File: src/rtl/ex_mc_controller.sv
// ---------------------------------------------------------------------------
// ex_mc_controller
// Execution-stage controller for RV32IM. Decodes the ALU operation
// combinationally, sequences the fixed-latency multiply unit (MU) and the
// handshaked divide unit (DU), stalls the front of the pipeline while a
// multi-cycle op is in flight and drives the EX result-mux select.
//
// Parameters
//   MUL_LAT  MU latency in cycles from start to result (1..15)
//   DIV_EN   1: divides run on the DU, 0: divides are flagged illegal
//   DIV_MAX  watchdog limit on DU busy cycles (2..255)
//
// Ports
//   clk, rst_n          clock, asynchronous active-low reset
//   in_valid            EX holds a valid instruction
//   opcode/func3/func7b50  instruction fields (func7 bits {5,0})
//   flush               synchronous pipeline flush
//   div_done            DU result ready pulse
//   aluctl              ALU operation select
//   mulctl/mulstart     MU operation and start pulse
//   divctl/divstart     DU operation and start pulse
//   ifuresctl           result-mux select: 0 ALU, 1 MU, 2 DU
//   res_valid           EX result valid this cycle
//   stall               hold IF/ID/EX registers
//   illegal             unsupported M op pulse
//   div_err             DU watchdog expiry pulse
// ---------------------------------------------------------------------------
module ex_mc_controller #(
    parameter int MUL_LAT = 2,
    parameter bit DIV_EN  = 1'b1,
    parameter int DIV_MAX = 64
) (
    input  logic       clk,
    input  logic       rst_n,
    input  logic       in_valid,
    input  logic [6:0] opcode,
    input  logic [2:0] func3,
    input  logic [1:0] func7b50,
    input  logic       flush,
    input  logic       div_done,
    output logic [3:0] aluctl,
    output logic [1:0] mulctl,
    output logic       mulstart,
    output logic [1:0] divctl,
    output logic       divstart,
    output logic [1:0] ifuresctl,
    output logic       res_valid,
    output logic       stall,
    output logic       illegal,
    output logic       div_err
);

    typedef enum logic [1:0] {
        ST_IDLE = 2'd0,
        ST_MUL  = 2'd1,
        ST_DIV  = 2'd2
    } state_e;

    localparam logic [3:0] MUL_LOAD = 4'(MUL_LAT - 1);
    localparam logic [7:0] WD_LAST  = 8'(DIV_MAX - 1);

    state_e     state_q, state_d;
    logic [3:0] cnt_q, cnt_d;
    logic [7:0] wd_q, wd_d;
    logic [1:0] op_q, op_d;

    logic is_m_s;
    logic is_mul_s;
    logic is_div_s;
    logic issue_s;

    // Op classification and issue qualification
    assign is_m_s   = (opcode == 7'b0110011) && (func7b50 == 2'b01);
    assign is_mul_s = is_m_s & ~func3[2];
    assign is_div_s = is_m_s & func3[2];
    // rst_n gates issue so every state-derived output reads 0 while reset is held
    assign issue_s  = rst_n & in_valid & ~flush & (state_q == ST_IDLE);

    // ALU operation decode for OP / OP-IMM
    always_comb begin
        aluctl = 4'b0100;
        if ((opcode[6] == 1'b0) && (opcode[4:0] == 5'b10011)) begin
            case (func3)
                3'b000:  aluctl = {3'b000, func7b50[1] & opcode[5]};
                3'b001:  aluctl = 4'b0101;
                3'b010:  aluctl = 4'b1000;
                3'b011:  aluctl = 4'b1001;
                3'b100:  aluctl = 4'b0010;
                3'b101:  aluctl = {3'b011, func7b50[1]};
                3'b110:  aluctl = 4'b0011;
                3'b111:  aluctl = 4'b0100;
                default: aluctl = 4'b0100;
            endcase
        end else begin
            aluctl = 4'b0100;
        end
    end

    // Sequencer next-state and output logic
    always_comb begin
        state_d   = state_q;
        cnt_d     = cnt_q;
        wd_d      = wd_q;
        op_d      = op_q;
        mulctl    = 2'b00;
        mulstart  = 1'b0;
        divctl    = 2'b00;
        divstart  = 1'b0;
        ifuresctl = 2'd0;
        res_valid = 1'b0;
        stall     = 1'b0;
        illegal   = 1'b0;
        div_err   = 1'b0;
        case (state_q)
            ST_IDLE: begin
                if (issue_s) begin
                    if (is_mul_s) begin
                        mulstart = 1'b1;
                        mulctl   = func3[1:0];
                        stall    = 1'b1;
                        cnt_d    = MUL_LOAD;
                        op_d     = func3[1:0];
                        state_d  = ST_MUL;
                    end else if (is_div_s) begin
                        if (DIV_EN) begin
                            divstart = 1'b1;
                            divctl   = func3[1:0];
                            stall    = 1'b1;
                            wd_d     = 8'd0;
                            op_d     = func3[1:0];
                            state_d  = ST_DIV;
                        end else begin
                            // Divide not supported: retire as an ALU-path no-op
                            illegal   = 1'b1;
                            res_valid = 1'b1;
                        end
                    end else begin
                        res_valid = 1'b1;
                    end
                end else begin
                    state_d = ST_IDLE;
                end
            end
            ST_MUL: begin
                mulctl = op_q;
                if (flush) begin
                    cnt_d   = 4'd0;
                    state_d = ST_IDLE;
                end else if (cnt_q != 4'd0) begin
                    stall = 1'b1;
                    cnt_d = cnt_q - 4'd1;
                end else begin
                    res_valid = 1'b1;
                    ifuresctl = 2'd1;
                    state_d   = ST_IDLE;
                end
            end
            ST_DIV: begin
                divctl = op_q;
                // Priority: flush, then done, then watchdog expiry
                if (flush) begin
                    wd_d    = 8'd0;
                    state_d = ST_IDLE;
                end else if (div_done) begin
                    res_valid = 1'b1;
                    ifuresctl = 2'd2;
                    wd_d      = 8'd0;
                    state_d   = ST_IDLE;
                end else if (wd_q == WD_LAST) begin
                    div_err = 1'b1;
                    wd_d    = 8'd0;
                    state_d = ST_IDLE;
                end else begin
                    stall = 1'b1;
                    wd_d  = wd_q + 8'd1;
                end
            end
            default: begin
                state_d = ST_IDLE;
            end
        endcase
    end

    // Sequencer state, latency counter, watchdog and captured op
    always_ff @(posedge clk or negedge rst_n) begin
        if (!rst_n) begin
            state_q <= ST_IDLE;
            cnt_q   <= 4'd0;
            wd_q    <= 8'd0;
            op_q    <= 2'b00;
        end else begin
            state_q <= state_d;
            cnt_q   <= cnt_d;
            wd_q    <= wd_d;
            op_q    <= op_d;
        end
    end

endmodule

File: config.mk
export PLATFORM = sky130hd
export DESIGN_NAME = ex_mc_controller
export DESIGN_NICKNAME = d
export VERILOG_FILES = /design/src/rtl/ex_mc_controller.sv
export SDC_FILE = /design/constraint.sdc
export NUM_CORES = 1
export LEC_CHECK = 0
export ABC_AREA = 0
export BUFFER_PORTS_ARGS = -buffer_cell sky130_fd_sc_hd__clkbuf_2
export CAP_MARGIN = 20
export CORE_MARGIN = 5
export CORE_UTILIZATION = 56
export CTS_CLUSTER_SIZE = 14
export DETAILED_ROUTE_END_ITERATION = 7
export PLACE_DENSITY = 0.88
export SETUP_SLACK_MARGIN = 0.1
export SLEW_MARGIN = 10
export SYNTH_ARGS = -nofsm -noshare
export SYNTH_HDL_FRONTEND = slang
export SYNTH_SLANG_ARGS = --single-unit
File: constraint.sdc
create_clock -name clk -period 3.8 [get_ports clk]
set_input_delay 0.38 -clock clk [delete_from_list [all_inputs] [get_ports clk]]
set_output_delay 0.38 -clock clk [all_outputs]
set_load 0.03 [all_outputs]
# After elaboration in Yosys (flattened, before gate mapping)
# Cells that the tools add are included.
[totals] wordCells=112 out_inout_bits=16 input_bits=17 regBits=16
[classes] eq_ne=21 add_sub_neg=2 n_mux=64 bitwise=9 reduce_logical=12
[ops] cell="8-bit 2-to-1 mux" count=6
[ops] cell="2-bit 2-to-1 mux" count=17
[ops] cell="4-bit one-hot mux with 8 select lines" count=1
[ops] cell="1-bit 2-to-1 mux" count=27
[ops] cell="4-bit 2-to-1 mux" count=5
[ops] cell="8-bit one-hot mux with 2 select lines" count=1
[ops] cell="3-bit equality test, second input constant" count=4
[ops] cell="2-bit one-hot mux with 2 select lines" count=3
[ops] cell="8-bit by 1-bit adder with 8-bit output, second input constant" count=1
[ops] cell="8-bit by 6-bit equality test with 1-bit output, second input constant" count=1
[ops] cell="2-bit inequality test, second input constant" count=4
[ops] cell="4-bit inequality test, second input constant" count=2
[ops] cell="4-bit one-hot mux with 2 select lines" count=1
[ops] cell="4-bit AND reduction" count=2
[ops] cell="7-bit by 6-bit equality test with 1-bit output, second input constant" count=1
[ops] cell="1-bit bitwise AND" count=6
[ops] cell="3-bit by 2-bit equality test with 1-bit output, second input constant" count=2
[ops] cell="3-bit inequality test, second input constant" count=2
[ops] cell="1-bit one-hot mux with 3 select lines" count=2
[ops] cell="2-bit one-hot mux with 3 select lines" count=1
[ops] cell="3-bit AND reduction" count=2
[ops] cell="2-bit nonzero test" count=3
[ops] cell="5-bit equality test, second input constant" count=1
[ops] cell="2-bit by 1-bit equality test with 1-bit output, second input constant" count=2
[ops] cell="8 further kinds" count=11

# Longest topological paths before layout
# Gate-level depths: netlist of run 1.
[depth] word_depth=7 depth_mapped=7 mapped_depth_nobuf=7

# Worst setup path after synthesis of run 1
# OpenSTA, ideal clock, no wires.
[synth_timing] kind="register to output" start="register state_q[0]" end="output port div_err" path_stages_with_launch=6 t_required_ps=3420 slack_ps=1276 arrival_ps=2144 path_buffers=1 path_cell_list="dfrtp_1 > inv_1 > ha_1 > or3b_1 > buf_2 > nor4_1"
[synth_via] elab_chain_cells=2
[synth_rtl] item="start: declaration" line="62" source="state_e state_q, state_d;"
[synth_rtl] item="start signal: assignment" line="192" source="state_q <= state_d;"
[synth_rtl] item="2-bit equality test" line="114" source="case (state_q)"
[synth_rtl] item="1-bit 2-to-1 mux" line="114"
[synth_rtl] item="end: declaration" line="50" source="output logic div_err"
# Every way passes these cells.

# Worst setup path in the final report of run 1
[layout_timing] start="register state_q[0]" end="output port stall"
[layout_via] elab_chain_cells=4 word_cells_on_any_way=6 classes_between="eq/ne (2); mux (2); bitwise (1); reduce/logical (1)"
[layout_rtl] item="2-bit logical NOT" line="77, 114"
[layout_rtl] item="1-bit bitwise AND" line="77" source="assign issue_s = rst_n & in_valid & ~flush & (state_q == ST_IDLE);"
[layout_rtl] item="1-bit 2-to-1 mux" line="116" source="if (issue_s) begin"
[layout_rtl] item="1-bit one-hot mux with 3 select lines *" line="114"
[layout_rtl] item="end: declaration" line="48" source="output logic stall,"
# Mark *: on every way between the ends. The rest lies on a longest branch, timed or not.

==> out/results.tsv, run 1 <==
metric	value	unit
core	0.002191	mm²
grtUsageTotal	20.89	%
start_util	57.85	%
htree_num_levels	1	
internal_power	219.3	µW
setup_slack	1.081	ns
p_comb_share	10.8	%
die_h	57.58	µm
final_common_cell	clkbuf_2	
ant_nets	0	
leakagePower	0.0006716	µW
antenna_found_initial	0	
critPathSlowestCell	or3b_1	
drv_slew	0	
areaGrowthSynthToFinish	14.81	%
cp_max_fo	8	
hold_buffers	0	
cts_max_path_buffers	2	
rows	17	
hpwl	2.623	mm
routed_via_density	6.241	
vias	1242	
hold_class	in2async	
finalCritPeriodShare	71.54	%
worst_pin_slew	0.6565	ns
switchingPower	70.61	µW
grt_pass1_vias	1271	
ys_seq_area_share	31.59	%
dieArea	0.003315	mm²
startpoint_type	flop	
final_util	66.42	%
cts.sinks	16	
syn_area_per_cell	8.926	µm²
switching_share	24.36	%
worst_ep_arrival_time	2.34	ns
post-place-ws	1.423	ns
setup_viol	0	
remaining_drc_errors	0	
end_kind	output port	
ys_warn_count	0	
port_buffers	31	
drt-initial-drc-count	30	
grt_pass1_wl	5.520	mm
pin_count	33	
hold_viol	0	
cts_setup_buffers	0	
fin_setup_tns	0	ns
drive_gt1_share	24.56	%
drt-total-wl	3.319	mm
required	3.42	ns
synth_area	0.001267	mm²
syn_inst	142	
p_seq_share	59.0	%
synth_nets	166	
fin_crit	2.719	ns
slew_headroom	56.15	%
ys_types	49	
clk_latency	0.28	ns
instances_no_fill	199	
drt_pre_antenna_iters	4	
fin_skew	0.006484	ns
cts-resized-gates	0	
crit_path_max_incr_delay	0.53	ns
gp_congestion	0.7961	
path_cells	inv_1 -> ha_1 -> or3b_1 -> a21oi_4 -> nor2_2 -> a21oi_1 -> clkbuf_2	
dpl.cell_count	196	
num_antenna_cells	0	
rsz0062_at_grt	no	
wl_per_cell	16.68	µm
fin_nets	197	
cts_buffers	3	
final_cell_mix	clkbuf_2 (31), dfrtp_1 (16), nand2_1 (10)	
pwr-share-clk	30.2	%
status	completed	
ys_seq_elements	16	
fill_cells	195	
root_buffer	clkbuf_4	
die_x	57.58	µm
finalPower	289.9	µW
clk_pin_slew	0.09	ns
maxCapViolations	0	
max_freq	367.8	MHz
p_per_area	199.2	mW/mm²
grt_max_degree	19	
grt-ovfl-total	0	
cts_tree	built	
vdd_drop_max	0.1327	mV
path_class	reg2out	
-- routing by layer --
| metal | global-route usage [%] | part of all wire, % | vias to the layer above |
|---|---|---|---|
| li1 | - | - | 597 |
| met1 | 23.96 | 41 | 589 |
| met2 | 37.74 | 51 | 50 |
| met3 | 4.072 | 6.1 | 6 |
| met4 | 7.947 | 1.6 | 0 |
| met5 | 0 | 0 | - |
-- state kept, by name (all words and copies together), names as in the netlist --
register / cells
wd_q: 8
cnt_q: 4
op_q: 2
state_q: 2
-- area by class of cell --
cell class / count / area, µm² / share of cell area (%)
Sequential cell: 16 / 400.4 / 27.51
Clock buffer: 3 / 22.52 / 1.548
Timing Repair Buffer: 31 / 155.1 / 10.66
Inverter: 9 / 33.78 / 2.322
Multi-Input combinational cell: 112 / 808.3 / 55.55
Tap cell: 28 / 35.03 / 2.408
-- kinds of logic (layout without fill, tap and decap cells) --
kind of cell    count (synthesis)  in the layout  share of synthesized area, %
compound gates                 38             38                         22.90
fa+ha+maj                       7              7                         6.910
buf+inv                        14             43                         4.639
flops                          16             16                         31.59
mux                             3              3                         2.567
other cells                     1              1                        0.2959
simple gates                   63             63                         31.10
-- cell usage after synthesis, drive strengths merged --
| cell type | instances | share of area (%) |
|---|---|---|
| dfrtp | 16 | 32 |
| nand2 | 10 | 3.0 |
| nor2 | 10 | 3.2 |
| inv | 9 | 2.7 |
| o21ai | 8 | 3.2 |
| ha | 7 | 6.9 |
| a22o | 6 | 4.1 |
| o2bb2ai | 6 | 4.1 |
| nand2b | 5 | 2.5 |
| a31oi | 4 | 2.0 |
| buf | 4 | 1.7 |
| nand3 | 4 | 1.6 |
| nor3 | 4 | 1.6 |
| nor3b | 4 | 3.2 |
| a21oi | 3 | 2.1 |
| a32o | 3 | 2.4 |
| and4 | 3 | 2.3 |
| and4b | 3 | 2.4 |
| nor2b | 3 | 1.5 |
| o22ai | 3 | 1.5 |
| and3 | 2 | 0.99 |
| mux2 | 2 | 1.8 |
| nand4 | 2 | 0.99 |
| nor4 | 2 | 0.99 |
| or2 | 2 | 0.99 |
| or3 | 2 | 0.99 |
| or3b | 2 | 1.4 |
| a21o | 1 | 0.59 |
| and3b | 1 | 0.69 |
| and4bb | 1 | 0.99 |
| clkbuf | 1 | 0.30 |
| conb | 1 | 0.30 |
| mux2i | 1 | 0.79 |
| nand3b | 1 | 0.59 |
| nand4b | 1 | 0.69 |
| nor4bb | 1 | 0.79 |
| o211ai | 1 | 0.59 |
| o221a | 1 | 0.89 |
| o311a | 1 | 0.79 |
| o31a | 1 | 0.69 |
-- critical path, delay by kind of cell (launching register included) --
kind                     cells  cell delay, ns
flip-flops                   1            0.42
buffers and inverters        2            0.32
adder cells (fa/ha/maj)      1            0.26
AO/OA/AOI/OAI                2            0.43
AND/OR/NAND/NOR              2            0.63
-- per-stage QoR --
step                      hold WS, ns  instance area [µm²]
final                         0.02471                 1455
after detailed placement       0.3484                 1433
after global routing          0.04674                 1455
after CTS                     0.04092                 1455
after global placement         0.3356                 1433
after floorplan               0.08441                 1267
-- final timing paths --
path / startpoint / end / slack, ns / cells past startpoint
worst max-delay path: state_q[0]$_DFFE_PN0P_ / stall / 1.08 / 7
min in group clk: func3[1] / op_q[1]$_DFFE_PN0P_ / 0.42 / 2
worst min register to register: op_q[0]$_DFFE_PN0P_ / op_q[0]$_DFFE_PN0P_ / 0.55 / 1
max in group asynchronous: rst_n / op_q[1]$_DFFE_PN0P_ / 3.46 / 1
worst min-delay path: rst_n / cnt_q[3]$_DFFE_PN0P_ / 0.02 / 1
worst max register to register: state_q[0]$_DFFE_PN0P_ / wd_q[7]$_DFFE_PN0P_ / 1.75 / 6
-- power groups by stage --
| stage | combinational [µW] | clock [µW] | sequential (µW) |
|---|---|---|---|
| CTS | 31.3 | 91.0 | 171 |
| floorplan | 14.7 | 0 | 174 |
| detailed placement | 31.3 | 0 | 174 |
| global route | 34.7 | 100 | 171 |
| global placement | 29.7 | 0 | 174 |
| finish | 31.3 | 87.5 | 171 |
Power figures use the tool's default switching activity.
==> inputs of run 2 (changes only) <==
--- a/config.mk
+++ b/config.mk
@@ -5,14 +5,14 @@
 export SDC_FILE = /design/constraint.sdc
 export NUM_CORES = 1
 export LEC_CHECK = 0
-export ABC_AREA = 0
+export ABC_AREA = 1
 export BUFFER_PORTS_ARGS = -buffer_cell sky130_fd_sc_hd__clkbuf_2
 export CAP_MARGIN = 20
 export CORE_MARGIN = 5
-export CORE_UTILIZATION = 56
+export CORE_UTILIZATION = 52
 export CTS_CLUSTER_SIZE = 14
 export DETAILED_ROUTE_END_ITERATION = 7
-export PLACE_DENSITY = 0.88
+export PLACE_DENSITY = 0.83
 export SETUP_SLACK_MARGIN = 0.1
 export SLEW_MARGIN = 10
 export SYNTH_ARGS = -nofsm -noshare
==> constraint.sdc (replaced) <==
create_clock -name clk -period 2.65 [get_ports clk]
set_input_delay 0.265 -clock clk [delete_from_list [all_inputs] [get_ports clk]]
set_output_delay 0.265 -clock clk [all_outputs]
set_load 0.03 [all_outputs]
==> out/results.tsv, run 2 <==
metric	value	unit	change
port_buffers	31		unchanged
fin_crit	2.276	ns	
synth.top_cells.by_count	nand2_1 (57), inv_1 (30), nor2_1 (22)		was dfrtp_1 (16), nand2_1 (10), nor2_1 (9)
drv_slew	0		unchanged
die_h	59.78	µm	was 57.58 µm
dieArea	0.003574	mm²	was 0.003315 mm²
areaGrowthSynthToFinish	16.21	%	was 14.81%
final_common_cell	nand2_1		was clkbuf_2
grt-ovfl-total	0		unchanged
clk_latency	0.28	ns	about the same
rr_startpoint	state_q[0]$_DFFE_PN0P_		unchanged
htree_num_levels	1		unchanged
synth_area_leaders	dfrtp_1 (31%), nand2_1 (17%), inv_1 (8.7%)		was dfrtp_1 (32%), ha_1 (6.9%), a22o_1 (4.1%)
drt-initial-drc-count	57		was 30
cts_tree	built		unchanged
p_comb_share	11.7	%	was 10.8%
yosysTopAreaCell	dfrtp_1		unchanged
fill_cells	215		was 195
drt-total-wl	2.867	mm	was 3.319 mm
slew_headroom	64.67	%	was 56.15%
vdd_drop_max	0.2931	mV	was 0.1327 mV
root_buffer	clkbuf_4		unchanged
synth_area	0.001289	mm²	was 0.001267 mm²
reg_top3	wd_q x8, cnt_q x4		unchanged
dpl.cell_count	254		was 196
ant_nets	0		unchanged
required	2.38	ns	was 3.42 ns
p_seq_share	58.0	%	was 59.0%
switchingPower	110.4	µW	was 70.61 µW
worst_pin_slew	0.5244	ns	was 0.6565 ns
antenna_found_initial	0		unchanged
holdCritStartpoint	func3[0]		
worst_ep_arrival_time	2.01	ns	was 2.34 ns
setup_viol	0		unchanged
top_register	wd_q		unchanged
wl_per_cell	11.11	µm	was 16.68 µm
p_per_area	285.7	mW/mm²	was 199.2 mW/mm²
rsz0062_at_grt	no		unchanged
pwr-share-clk	30.4	%	was 30.2%
cts_setup_buffers	0		unchanged
path_class	reg2out		unchanged
leakagePower	0.0007937	µW	was 0.0006716 µW
clk_pin_slew	0.09	ns	about the same
cts.sinks	16		unchanged
grt_max_degree	17		was 19
syn_area_per_cell	6.609	µm²	was 8.926 µm²
max_freq	439.5	MHz	
pin_count	33		unchanged
ys_async_sr_fraction	100.0	%	unchanged
fin_nets	254		was 197
cp_max_fo	11		was 8
cts_max_path_buffers	2		unchanged
hold_class	in2reg		was in2async
grt_pass1_vias	1153		was 1,271
remaining_drc_errors	0		unchanged
fin_setup_tns	0	ns	unchanged
hpwl	2.262	mm	was 2.623 mm
final_cell_mix	nand2_1 (57), clkbuf_2 (31), inv_1 (30)		was clkbuf_2 (31), dfrtp_1 (16), nand2_1 (10)
die_x	59.78	µm	was 57.58 µm
core	0.002432	mm²	was 0.002191 mm²
ys_seq_area_share	31.07	%	was 31.59%
synth_ff_type	dfrtp_1		unchanged
grt_pass1_wl	4.830	mm	was 5.520 mm
grtUsageTotal	17.57	%	was 20.89%
largest_reg_flops	8		unchanged
fin_skew	0.004126	ns	was 0.006484 ns
rows	18		was 17
yosys.area.top_type_share	31.07	%	was 31.59%
instances_no_fill	258		was 199
synth_most_common_cell	nand2_1		was dfrtp_1
end_kind	output port		unchanged
internal_power	317.4	µW	was 219.3 µW
ys_seq_elements	16		unchanged
maxCapViolations	0		unchanged
ys_types	29		was 49
cts_buffers	3		unchanged
status	completed		unchanged
switching_share	25.81	%	was 24.36%
startpoint_type	flop		unchanged
drt_pre_antenna_iters	4		unchanged
gp_congestion	0.8467		was 0.7961
routed_via_density	5.101		was 6.241
start_util	52.98	%	was 57.85%
synth_nets	219		was 166
hold_viol	0		unchanged
vias	1316		was 1,242
ys_warn_count	0		unchanged
synth_edf_count	0		unchanged
num_antenna_cells	0		unchanged
finalCritPeriodShare	85.87	%	
startpoint	state_q[0]$_DFFE_PN0P_		unchanged
syn_inst	195		was 142
drive_gt1_share	20.61	%	was 24.56%
==> run 2: final timing paths <==
path,to,slack [ns],depth (start not counted)
worst max-delay path,divctl[0],0.37,7
worst min-delay path,op_q[0]$_DFFE_PN0P_,0.25,3
worst max register to register,wd_q[2]$_DFFE_PN0P_,0.92,8
worst min register to register,cnt_q[1]$_DFFE_PN0P_,0.52,2
max in group asynchronous,wd_q[6]$_DFFE_PN0P_,1.97,3
min in group asynchronous,op_q[1]$_DFFE_PN0P_,0.49,3
==> run 2: metal layers <==
metal	vias up	part of all wire, %	global-route usage (%)
met3	2	6.6	4.104
met4	0	0.59	4.747
met1	591	47	22.89
met5	-	0	0
li1	686	-	-
met2	37	46	29.01
==> run 2: what timing repair did <==
action	4_1_cts	5_1_grt
setup endpoints to repair	0	0
gates resized for setup	0	0
hold endpoints to repair	16	0
hold buffers	1	0
==> run 2: final cells by class <==
| class | count | area [µm²] | area share, % |
|---|---|---|---|
| Clock buffer | 3 | 22.52 | 1.504 |
| Inverter | 31 | 121.4 | 8.104 |
| Multi-Input combinational cell | 145 | 743.2 | 49.62 |
| Sequential cell | 16 | 400.4 | 26.73 |
| Tap cell | 30 | 37.54 | 2.506 |
| Timing Repair Buffer | 33 | 172.7 | 11.53 |
==> run 2: logic make-up after synthesis <==
family          synth area share, %
compound gates                8.058
xor+xnor                      2.039
fa+ha+maj                     6.796
buf+inv                       11.26
flops                         31.07
other cells                  0.2910
simple gates                  40.49
==> run 2: critical path, cell delays in order (launching register included) <==
cell	delay, ns
dfrtp_1	0.43
inv_1	0.10
ha_1	0.21
nand4_2	0.18
nor2_4	0.21
nand2_2	0.20
o22ai_1	0.17
clkbuf_2	0.23
==> run 2: through the flow <==
step / total power (µW) / cell area [µm²] / setup WS (ns) / util (%) / hold WS [ns]
global placement: 301.6 / 1465 / 0.7716 / 60.24 / 0.2676
CTS: 432.0 / 1498 / 0.3670 / 61.57 / 0.2373
detailed placement: 301.9 / 1465 / 0.6937 / 60.24 / 0.2680
floorplan: 276.7 / 1289 / 0.6673 / - / -0.03059
global route: 448.2 / 1498 / 0.2147 / 61.57 / 0.2600
finish: 427.8 / 1498 / 0.3744 / 61.57 / 0.2542
==> run 2: power groups by stage <==
| stage | registers, µW | logic, µW | clock network, µW |
|---|---|---|---|
| after floorplan | 252 | 24.3 | 0 |
| after global routing | 248 | 56.8 | 143 |
| after global placement | 253 | 48.8 | 0 |
| after CTS | 248 | 50.3 | 134 |
| after detailed placement | 253 | 49.1 | 0 |
| final | 248 | 49.9 | 130 |
==> inputs of run 3 (changes only) <==
--- a/config.mk
+++ b/config.mk
@@ -5,9 +5,8 @@
 export SDC_FILE = /design/constraint.sdc
 export NUM_CORES = 1
 export LEC_CHECK = 0
-export ABC_AREA = 1
 export BUFFER_PORTS_ARGS = -buffer_cell sky130_fd_sc_hd__clkbuf_2
-export CAP_MARGIN = 20
+export CAP_MARGIN = 0
 export CORE_MARGIN = 5
 export CORE_UTILIZATION = 52
 export CTS_CLUSTER_SIZE = 14
==> out/results.tsv, run 3 (synthesized netlist as in run 1, its figures left out) <==
metric	value	unit	change
gp_congestion	0.8481		was 0.8467
cts.sinks	16		unchanged
drt-initial-drc-count	59		was 57
final_common_cell	clkbuf_2		was nand2_1
reg_top3	wd_q x8, cnt_q x4		unchanged
ant_nets	0		unchanged
instances_no_fill	206		was 258
top_register	wd_q		unchanged
start_util	55.69	%	was 52.98%
pin_count	33		unchanged
final_cell_mix	clkbuf_2 (30), dfrtp_1 (16), nand2_1 (10)		was nand2_1 (57), clkbuf_2 (31), inv_1 (30)
cts_buffers	3		unchanged
fin_nets	203		was 254
finalPower	459.8	µW	was 427.8 µW
setup_viol	0		unchanged
worst_ep_arrival_time	2.20	ns	was 2.01 ns
vias	1317		was 1,316
maxCapViolations	0		unchanged
rows	17		was 18
vdd_drop_max	0.2090	mV	was 0.2931 mV
largest_reg_flops	8		unchanged
path_class	reg2out		unchanged
startpoint_type	flop		unchanged
status	completed		unchanged
hold_viol	0		unchanged
p_per_area	301.7	mW/mm²	was 285.7 mW/mm²
end_kind	output port		unchanged
drt_pre_antenna_iters	4		unchanged
clk_latency	0.29	ns	was 0.28 ns
antenna_found_initial	0		unchanged
finalCritPeriodShare	92.88	%	was 85.87%
grt_max_degree	15		was 17
rsz0062_at_grt	no		unchanged
clk_pin_slew	0.10	ns	was 0.09 ns
fin_skew	0.003201	ns	was 0.004126 ns
critPathSlowestCell	or3b_4		was dfrtp_1
root_buffer	clkbuf_4		unchanged
seq_area	400.4	µm²	unchanged
fin_setup_tns	0	ns	unchanged
drt-total-wl	3.325	mm	was 2.867 mm
cts_max_path_buffers	2		unchanged
dieArea	0.003525	mm²	was 0.003574 mm²
grt_pass1_vias	1213		was 1,153
crit_path_max_incr_delay	0.45	ns	was 0.43 ns
cp_max_fo	8		was 11
dpl.cell_count	197		was 254
die_x	59.37	µm	was 59.78 µm
required	2.38	ns	about the same
leakagePower	0.0007110	µW	was 0.0007937 µW
core	0.002276	mm²	was 0.002432 mm²
stdcell_area	0.001524	mm²	was 0.001498 mm²
fill_cells	187		was 215
wl_per_cell	16.14	µm	was 11.11 µm
worst_pin_slew	0.6377	ns	was 0.5244 ns
remaining_drc_errors	0		unchanged
htree_num_levels	1		unchanged
slew_headroom	57.40	%	was 64.67%
cts_tree	built		unchanged
hpwl	2.489	mm	was 2.262 mm
fin_crit	2.461	ns	was 2.276 ns
num_antenna_cells	0		unchanged
grtUsageTotal	20.01	%	was 17.57%
path_cells	inv_1 -> ha_2 -> or3b_4 -> a21oi_4 -> nor2_2 -> a21oi_1 -> clkbuf_4		was inv_1 -> ha_1 -> nand4_2 -> nor2_4 -> nand2_2 -> o22ai_1 -> clkbuf_2
drv_slew	0		unchanged
max_freq	406.3	MHz	was 439.5 MHz
grt_pass1_wl	5.471	mm	was 4.830 mm
die_h	59.37	µm	was 59.78 µm
routed_via_density	6.393		was 5.101
hold_class	in2reg		unchanged
dpl_cell_area	0.001440	mm²	was 0.001465 mm²
areaGrowthSynthToFinish	20.24	%	was 16.21%
port_buffers	31		unchanged
drive_gt1_share	28.09	%	was 20.61%
grt-ovfl-total	0		unchanged
multi_input_area	813.3	µm²	was 743.2 µm²
[run 3: timing repair]
| action | 4_1_cts | 5_1_grt |
|---|---|---|
| setup buffers | 0 | 4 |
| hold buffers | 1 | 0 |
| setup endpoints to repair | 1 | 1 |
| gates resized for setup | 1 | 3 |
| hold endpoints to repair | 4 | 0 |
[run 3: final timing paths]
kind,startpoint,to,slack [ns],depth (start not counted)
setup / recovery,state_q[0]$_DFFE_PN0P_,stall,0.19,7
hold / removal,func3[1],op_q[1]$_DFFE_PN0P_,0.28,2
setup reg to reg,state_q[0]$_DFFE_PN0P_,wd_q[7]$_DFFE_PN0P_,0.61,8
hold reg to reg,op_q[0]$_DFFE_PN0P_,op_q[0]$_DFFE_PN0P_,0.54,1
max in group asynchronous,rst_n,wd_q[6]$_DFFE_PN0P_,1.93,3
min in group asynchronous,rst_n,cnt_q[1]$_DFFE_PN0P_,0.32,2
[run 3: layout make-up]
type | count | area share, %
multi-input combinational | 112 | 53.37
sequential | 16 | 26.27
inverter | 9 | 2.217
clock buffer | 4 | 2.381
tap | 28 | 2.299
timing repair buffer | 37 | 13.46
[run 3: metrics by stage]
step / setup WS, ns / hold WS [ns] / utilization [%]
after floorplan: 0.2405 / -0.03059 / -
after global placement: 0.4696 / 0.1039 / 63.28
after detailed placement: 0.3895 / 0.1031 / 63.28
after CTS: 0.1280 / 0.2792 / 65.42
after global routing: 0.08168 / 0.2983 / 66.96
final: 0.1887 / 0.2814 / 66.96
[run 3: power breakdown]
group	leakage [µW]	internal, µW	switching [µW]	total, µW
clock network	0.0000210	83.7	83.2	167
logic	0.000477	19.2	28.3	47.6
registers	0.000213	245	0.728	245
[run 3: worst max-delay path, delay by kind of cell (launching register included)]
family	cells	cell delay (ns)
simple gates	2	0.53
compound gates	2	0.39
buf+inv	2	0.32
fa+ha+maj	1	0.23
flops	1	0.43
[run 3: metal layers]
metal | global-route usage (%) | up-vias | part of all wire, %
met5 | 0 | - | 0
met4 | 9.385 | 0 | 2.5
met3 | 3.268 | 11 | 6.4
met2 | 33.70 | 57 | 49
met1 | 24.63 | 641 | 42
li1 | - | 608 | -
